### src/rtl/ppe_sched.sv
// Round-robin resource scheduler: a programmable priority encoder picks one requester,
// the grant is held until done/drop/hold-limit, then a one-cycle gap precedes re-arbitration.

module ppe #(
    parameter int N     = 8,
    parameter int LOG_N = 3
) (
    input  logic [N-1:0]     req_i,
    input  logic [LOG_N-1:0] p_enc_i,
    output logic [N-1:0]     gnt_o
);

    logic [LOG_N-1:0] idx;

    // Scan from lowest to highest priority so the requester nearest p_enc_i is assigned last and wins.
    always_comb begin
        gnt_o = '0;
        idx   = '0;
        for (int i = N - 1; i >= 0; i--) begin
            idx = p_enc_i + LOG_N'(i);
            if (req_i[idx]) begin
                gnt_o = {{(N-1){1'b0}}, 1'b1} << idx;
            end
        end
    end

endmodule

module ppe_sched #(
    parameter int N        = 8,
    parameter int LOG_N    = 3,
    parameter int MAX_HOLD = 16
) (
    input  logic             clk_i,
    input  logic             rst_ni,
    input  logic [N-1:0]     req_i,
    input  logic [N-1:0]     done_i,
    output logic [N-1:0]     gnt_o,
    output logic [LOG_N-1:0] gnt_id_o,
    output logic             gnt_valid_o,
    output logic             timeout_o,
    output logic [LOG_N-1:0] ptr_o
);

    localparam int HW = (MAX_HOLD > 0) ? $clog2(MAX_HOLD + 1) : 1;
    localparam logic [HW-1:0] HOLD_LAST = HW'((MAX_HOLD > 0) ? MAX_HOLD - 1 : 0);

    typedef enum logic [1:0] {IDLE, ARB, BUSY, GAP} state_e;

    state_e           state_q, state_d;
    logic [N-1:0]     req_reg_q, req_reg_d;
    logic [LOG_N-1:0] ptr_q, ptr_d;
    logic [HW-1:0]    hold_cnt_q, hold_cnt_d;
    logic [N-1:0]     gnt_q, gnt_d;
    logic [LOG_N-1:0] gnt_id_q, gnt_id_d;
    logic             timeout_q, timeout_d;

    logic [N-1:0]     ppe_gnt;
    logic [LOG_N-1:0] ppe_id;
    logic             rel_done, rel_drop, rel_limit, release_now;

    ppe #(.N(N), .LOG_N(LOG_N)) u_ppe (
        .req_i   (req_reg_q),
        .p_enc_i (ptr_q),
        .gnt_o   (ppe_gnt)
    );

    function automatic logic [LOG_N-1:0] encode(input logic [N-1:0] oh);
        logic [LOG_N-1:0] enc;
        enc = '0;
        for (int i = 0; i < N; i++) begin
            if (oh[i]) enc = LOG_N'(i);
        end
        return enc;
    endfunction

    assign ppe_id      = encode(ppe_gnt);
    assign rel_done    = done_i[gnt_id_q];
    assign rel_drop    = ~req_i[gnt_id_q];
    assign rel_limit   = (MAX_HOLD != 0) && (hold_cnt_q == HOLD_LAST);
    assign release_now = rel_done | rel_drop | rel_limit;

    always_ff @(posedge clk_i or negedge rst_ni) begin
        if (!rst_ni) begin
            state_q    <= IDLE;
            req_reg_q  <= '0;
            ptr_q      <= '0;
            hold_cnt_q <= '0;
            gnt_q      <= '0;
            gnt_id_q   <= '0;
            timeout_q  <= 1'b0;
        end else begin
            state_q    <= state_d;
            req_reg_q  <= req_reg_d;
            ptr_q      <= ptr_d;
            hold_cnt_q <= hold_cnt_d;
            gnt_q      <= gnt_d;
            gnt_id_q   <= gnt_id_d;
            timeout_q  <= timeout_d;
        end
    end

    always_comb begin
        state_d    = state_q;
        req_reg_d  = req_reg_q;
        ptr_d      = ptr_q;
        hold_cnt_d = hold_cnt_q;
        gnt_d      = gnt_q;
        gnt_id_d   = gnt_id_q;
        timeout_d  = 1'b0;
        case (state_q)
            IDLE: begin
                gnt_d = '0;
                if (|req_i) begin
                    req_reg_d = req_i;
                    state_d   = ARB;
                end
            end
            ARB: begin
                gnt_d      = ppe_gnt;
                gnt_id_d   = ppe_id;
                ptr_d      = ppe_id + LOG_N'(1);
                hold_cnt_d = '0;
                state_d    = BUSY;
            end
            BUSY: begin
                hold_cnt_d = hold_cnt_q + HW'(1);
                if (release_now) begin
                    gnt_d     = '0;
                    timeout_d = rel_limit & ~rel_done & ~rel_drop;
                    state_d   = GAP;
                end
            end
            GAP: begin
                gnt_d = '0;
                if (|req_i) begin
                    req_reg_d = req_i;
                    state_d   = ARB;
                end else begin
                    state_d = IDLE;
                end
            end
            default: state_d = IDLE;
        endcase
    end

    always_comb begin
        gnt_o       = gnt_q;
        gnt_id_o    = gnt_id_q;
        gnt_valid_o = (state_q == BUSY);
        timeout_o   = timeout_q;
        ptr_o       = ptr_q;
    end

endmodule

### config.mk
export PLATFORM = sky130hd
export DESIGN_NAME = ppe_sched
export DESIGN_NICKNAME = d
export VERILOG_FILES = /design/src/rtl/ppe_sched.sv
export SDC_FILE = /design/constraint.sdc
export NUM_CORES = 1
export LEC_CHECK = 0
export ABC_AREA = 1
export CAP_MARGIN = 5
export CELL_PAD_IN_SITES_DETAIL_PLACEMENT = 1
export CELL_PAD_IN_SITES_GLOBAL_PLACEMENT = 2
export CORE_UTILIZATION = 32
export CTS_CLUSTER_SIZE = 10
export DETAILED_ROUTE_END_ITERATION = 10
export DONT_BUFFER_PORTS = 1
export PLACE_DENSITY_LB_ADDON = 0.12
export SETUP_SLACK_MARGIN = 0.15
export SYNTH_ARGS = -nofsm -noshare
export SYNTH_HDL_FRONTEND = slang
export SYNTH_SLANG_ARGS = --single-unit
### constraint.sdc
create_clock -name clk_i -period 7.4 [get_ports clk_i]
set_input_delay 1.48 -clock clk_i [delete_from_list [all_inputs] [get_ports clk_i]]
set_output_delay 1.48 -clock clk_i [all_outputs]
set_load 0.02 [all_outputs]
==> results.cfg, run 1 <==
[setup_path]
path_max_fanout = 11
criticalPathCategory = flop to flop
critPathArrivalTime_ns = 4.02
ff2ff_path_depth = 19
end_kind = flop
cp-start-kind = flop
required_ns = 7.54
r2r-end = ptr_o[1]
rrSetupSlack_ns = 3.52
r2r-start = ptr_o[1]

[sta]
fin_skew_ns = 0.0139
tns_ns = 0
hold_ws_ns = 0.508
final_max_slew_viol_count = 0
relSlewSlack = 0.375
post-route-period-util = 0.525
hold_violations = 0
tightest_slew_ns = 0.938
max_freq_mhz = 258
rsz0062_at_grt = no
setup_violations = 0
fin_crit_ns = 3.88

[run]
maxCapViolCount = 0

[min_path]
hold_class = flop to flop
hp-start = req_reg_q[3]
hold_depth = 2
worstHoldEndpoint = req_reg_q[3]

[detailed_routing]
drt_first_pass_iters = 4
wl_um = 8670
drt_first_iter_violations = 55
antenna_left = 0
routedWlPerCell_um = 16.6
via_per_inst = 5.15
drc = 0
vias = 2699

[yosys]
synth_edf_count = 0
ys_ff_latch = 30
ys_seq_area_frac = 0.266
synth_top_area_frac = 0.266
yosys.cell_types.count = 38
ys_warn_count = 0
dominantRegCellSynth = dfrtp_1
syn_nets = 454
syn_inst = 420
synth_top_cell_by_area = dfrtp_1
async_flop_share = 1.00
syn-cell-area_mm2 = 0.00282
synthTopCellsByArea = dfrtp_1, nand2_1, ha_1
avgSynthCellArea_um2 = 6.71

[placed_design]
io_buffers = 0
gp_congestion = 0.882
dp_hpwl_um = 7050

[layout]
register_area_um2 = 751
nNetsFinal = 452
num-fill-cells = 1091
drive_gt1_frac = 0.148
area_growth_pct = 5.59
multi_input_area_mm2 = 0.00182
final_common_cell = nand2_1
antenna_cells = 0
layout_common_cells = nand2_1, inv_1, nand3_1, dfrtp_1, a21oi_1

[floorplanning]
dieArea_mm2 = 0.00919
coreArea_mm2 = 0.00838
die_h_um = 95.9
start_util = 0.336
pin_count = 34
rows = 33
die_w_um = 95.9

[clocking]
cts_inserted_buffers = 5
cts-root-buf = clkbuf_8
cts_tree = yes
cts-hold-fix-buffers = 0
clock_latency_ns = 0.28
cts_resized = 0
cts.sinks = 30
post-cts-setup-buffer-count = 0
h-tree-depth = 2
clkTransAtPathRegs_ns = 0.06
clockBufferDepth = 2

[grt]
grt_pass1_wl_um = 14700
gr-usage-all-layers = 0.209
grt_pass1_vias = 2896
antenna_found_initial = 0
grt_max_degree = 31
gr-total-overflow = 0

[outcome]
outcome = complete, no violations
[per-layer routing]
metal,track usage,routed length (um)
met1,0.272,4000
met2,0.363,4240
met3,0.0292,282
met4,0.0547,158
met5,0,0
[logic make-up (layout without fill, tap and decap cells)]
group / count (synthesis) / in the layout / share of synthesized area
AND/OR/NAND/NOR: 250 / 250 / 0.407
AO/OA/AOI/OAI: 63 / 63 / 0.129
buffers and inverters: 54 / 53 / 0.0870
adder cells (fa/ha/maj): 16 / 16 / 0.0710
multiplexers: 5 / 5 / 0.0200
XOR/XNOR: 2 / 2 / 0.0195
flip-flops: 30 / 30 / 0.266
[worst max-delay path, stage by stage, from the launching register on]
cell and delay (ns):
dfrtp_1 0.85, inv_2 0.25, ha_1 0.45, inv_1 0.12, nand3_1 0.10, nand2_1 0.15, o21ai_2 0.38, inv_1 0.19
nand2_1 0.11, nand2_1 0.05, nand2_1 0.06, nand2_1 0.05, nand2_1 0.09, nand2_1 0.08, nand2_1 0.08, nand3_1 0.08
or2_1 0.22, ha_1 0.30, nand2_1 0.07, o21ai_0 0.07
[worst max-delay path by stage]
| stage | startpoint | endpoint | slack [ns] | cells after the start |
|---|---|---|---|---|
| after CTS | ptr_o[1] | ptr_o[1] | 3.53 | 19 |
| after global routing | ptr_o[1] | ptr_o[2] | 3.10 | 21 |
| after floorplan | ptr_o[1] | ptr_o[2] | 4.38 | 25 |
| after global placement | ptr_o[1] | ptr_o[1] | 3.66 | 19 |
| after detailed placement | ptr_o[1] | ptr_o[1] | 3.53 | 19 |
| final | ptr_o[1] | ptr_o[1] | 3.52 | 19 |
[Yosys cell counts, types with 2 or more instances]
cell / number
nand2_1: 153
inv_1: 33
nand3_1: 33
dfrtp_1: 30
a21oi_1: 28
ha_1: 16
nand2_2: 15
nor2_1: 14
o21ai_0: 14
inv_2: 10
nor3_1: 10
nand3_2: 8
mux2_2: 5
nor2_2: 5
buf_6: 4
nand4_1: 4
nor2_4: 4
a211oi_1: 3
clkbuf_1: 3
o21ai_1: 3
o22ai_1: 3
a31oi_1: 2
nor4_1: 2
o21ai_2: 2
o221ai_1: 2
o311ai_0: 2
[through the flow]
stage | instances | area [um2] | utilization | setup WS (ns)
3_3_place_gp | 516 | 2880 | 0.344 | 3.66
4_1_cts | 524 | 2980 | 0.355 | 3.53
5_1_grt | 524 | 2980 | 0.355 | 3.10
3_5_place_dp | 516 | 2880 | 0.344 | 3.53
6_report | 524 | 2980 | 0.355 | 3.52
2_1_floorplan | 420 | 2820 | - | 4.38
[area by class of cell]
type,count,area share
Sequential cell,30,0.252
Tap cell,105,0.0441
Inverter,45,0.0593
Multi-Input combinational cell,336,0.612
Clock buffer,6,0.0277
Clock inverter,2,0.00420
[sequential cells by signal (all words and copies together) (netlist names)]
| signal | cells |
|---|---|
| gnt_id_o | 3 |
| gnt_o | 8 |
| hold_cnt_q | 5 |
| ptr_o | 3 |
| req_reg_q | 8 |
| state_q | 2 |
| timeout_o | 1 |
Power of run 1 is not shown: default switching activity piles up to over one toggle a cycle in this logic, so the estimate is an artifact.
==> run 2: changes to the inputs <==
==> constraint.sdc (replaced) <==
create_clock -name clk_i -period 3.8 [get_ports clk_i]
set_input_delay 0.76 -clock clk_i [delete_from_list [all_inputs] [get_ports clk_i]]
set_output_delay 0.76 -clock clk_i [all_outputs]
set_load 0.02 [all_outputs]
==> run 2 against run 1 <==
Net effect:
- count of clock-buffer cells in the layout unchanged
- first-iteration DRC count is 40% higher
- global-route usage fell by 0.17 points
- routed wire length fell by 1.3%
- worst setup slack lost 3.0 ns
- core utilization grew 0.64 points
- non-clock buffer count grew 6
==> results.cfg, run 2 (synthesized netlist as in run 1, its figures left out) <==
[floorplanning]
dieArea_mm2 = 0.00919
pin_count = 34
start_util = 0.336
coreArea_mm2 = 0.00838
rows = 33
die_w_um = 95.9
die_h_um = 95.9

[grt]
antenna_found_initial = 0
gr-total-overflow = 0
grt_pass1_wl_um = 14600
gr-usage-all-layers = 0.208
grt_pass1_vias = 2878
grt_max_degree = 31

[setup_path]
end_kind = flop
cpPeakStageDelay_ns = 0.53
path_delay_family = simple AND/OR/NAND/NOR gates
crit_path_end = ptr_o[2]
ff2ff_path_depth = 21
r2r-end = ptr_o[2]
critPathArrivalTime_ns = 3.46
cp_common_cell = nand2_1
path_max_fanout = 11
required_ns = 3.98
cp-start-kind = flop
crit_buf_inv = 4
crit_path_cell_trace = inv_8 > ha_1 > inv_1 > nand3_1 > nand2_1 > o21ai_4 > inv_1 > nand3_1 > nand3_1 > nand2_1 > nand2_1 > o21ai_2 > inv_2 > nand2_1 > nor2_1 > or2_1 > ha_1 > nand2_1 > o21ai_0 > nand2_1 > nand2_1
criticalPathCategory = flop to flop
crit_slowest_cell = dfrtp_2
crit_start = ptr_o[0]
cp.depth = 21
rrSetupSlack_ns = 0.52
r2r-start = ptr_o[0]

[placed_design]
dp_hpwl_um = 7050
pre_cts_slack_ns = 0.268
place_inst = 522
gp_congestion = 0.798
io_buffers = 0

[sta]
relSlewSlack = 0.590
setup_violations = 0
fin_crit_ns = 3.28
post-route-period-util = 0.863
rsz0062_at_grt = no
final_max_slew_viol_count = 0
tns_ns = 0
max_freq_mhz = 305
tightest_slew_ns = 0.613
fin_skew_ns = 0.0113
hold_violations = 0
fin_ws_ns = 0.520

[min_path]
hold_class = primary input to async pin

[layout]
final_common_cell = nand2_1
area_growth_pct = 7.50
num-fill-cells = 1101
antenna_cells = 0
register_area_um2 = 752
layout_common_cells = nand2_1, inv_1, nand3_1, dfrtp_1, a21oi_1
drive_gt1_frac = 0.162
nNetsFinal = 458
multi_input_area_mm2 = 0.00183
post-route-util = 0.362
finalNonFillerCells = 530

[clocking]
clkTransAtPathRegs_ns = 0.07
cts_tree = yes
clockBufferDepth = 2
cts-root-buf = clkbuf_8
cts.sinks = 30
post-cts-setup-buffer-count = 0
cts_inserted_buffers = 5
h-tree-depth = 2
clock_latency_ns = 0.29

[detailed_routing]
antenna_left = 0
wl_um = 8560
routedWlPerCell_um = 16.1
via_per_inst = 5.10
drt_first_iter_violations = 77
drt_first_pass_iters = 4
vias = 2702
drc = 0

[outcome]
outcome = complete, no violations

[run]
maxCapViolCount = 0
[run 2: cell count changes in the layout (fill, tap and decap cells not counted), sizes merged]
cell and change:
buf +6
[run 2: stage by stage]
stage | hold WS (ns) | cell area (um2)
floorplan | 0.464 | 2820
global placement | 0.465 | 2930
detailed placement | 0.465 | 2930
CTS | 0.150 | 3020
global route | 0.141 | 3030
finish | 0.164 | 3030
[run 2: how the worst min path moves through the flow]
| stage | cells past startpoint | slack, ns | to | start |
|---|---|---|---|---|
| after global routing | 0 | 0.14 | hold_cnt_q[0] | rst_ni |
| after CTS | 0 | 0.15 | state_q[0] | rst_ni |
| after floorplan | 0 | 0.46 | gnt_id_o[0] | rst_ni |
| final | 0 | 0.16 | gnt_id_o[1] | rst_ni |
| after global placement | 0 | 0.46 | req_reg_q[7] | rst_ni |
| after detailed placement | 0 | 0.46 | req_reg_q[6] | rst_ni |
[run 2: what timing repair did]
action                     in CTS  in global routing
setup endpoints to repair       0                  2
resized for setup               0                  2
hold buffers                    0                  0
[run 2: final cells by class]
class	instances	area share
Timing Repair Buffer	6	0.0149
Sequential cell	30	0.248
Clock buffer	6	0.0273
Clock inverter	2	0.00413
Tap cell	105	0.0434
Multi-Input combinational cell	336	0.604
Inverter	45	0.0582
[run 2: layer usage]
metal  part of all wire  GRT usage  vias up
met3              0.030     0.0340        5
met2               0.48      0.354       40
met1               0.48      0.276     1279
met5                  0          0        -
li1                   -          -     1378
met4             0.0069     0.0423        0
[run 2: worst reg2reg max path: stages, from the launching register on]
cell     delay, ns
dfrtp_2       0.53
inv_8         0.09
ha_1          0.39
inv_1         0.12
nand3_1       0.10
nand2_1       0.17
o21ai_4       0.32
inv_1         0.18
nand3_1       0.12
nand3_1       0.08
nand2_1       0.07
nand2_1       0.06
o21ai_2       0.08
inv_2         0.06
nand2_1       0.07
nor2_1        0.05
or2_1         0.23
ha_1          0.21
nand2_1       0.06
o21ai_0       0.08
nand2_1       0.09
nand2_1       0.04
Power of run 2 is left out for the same reason.
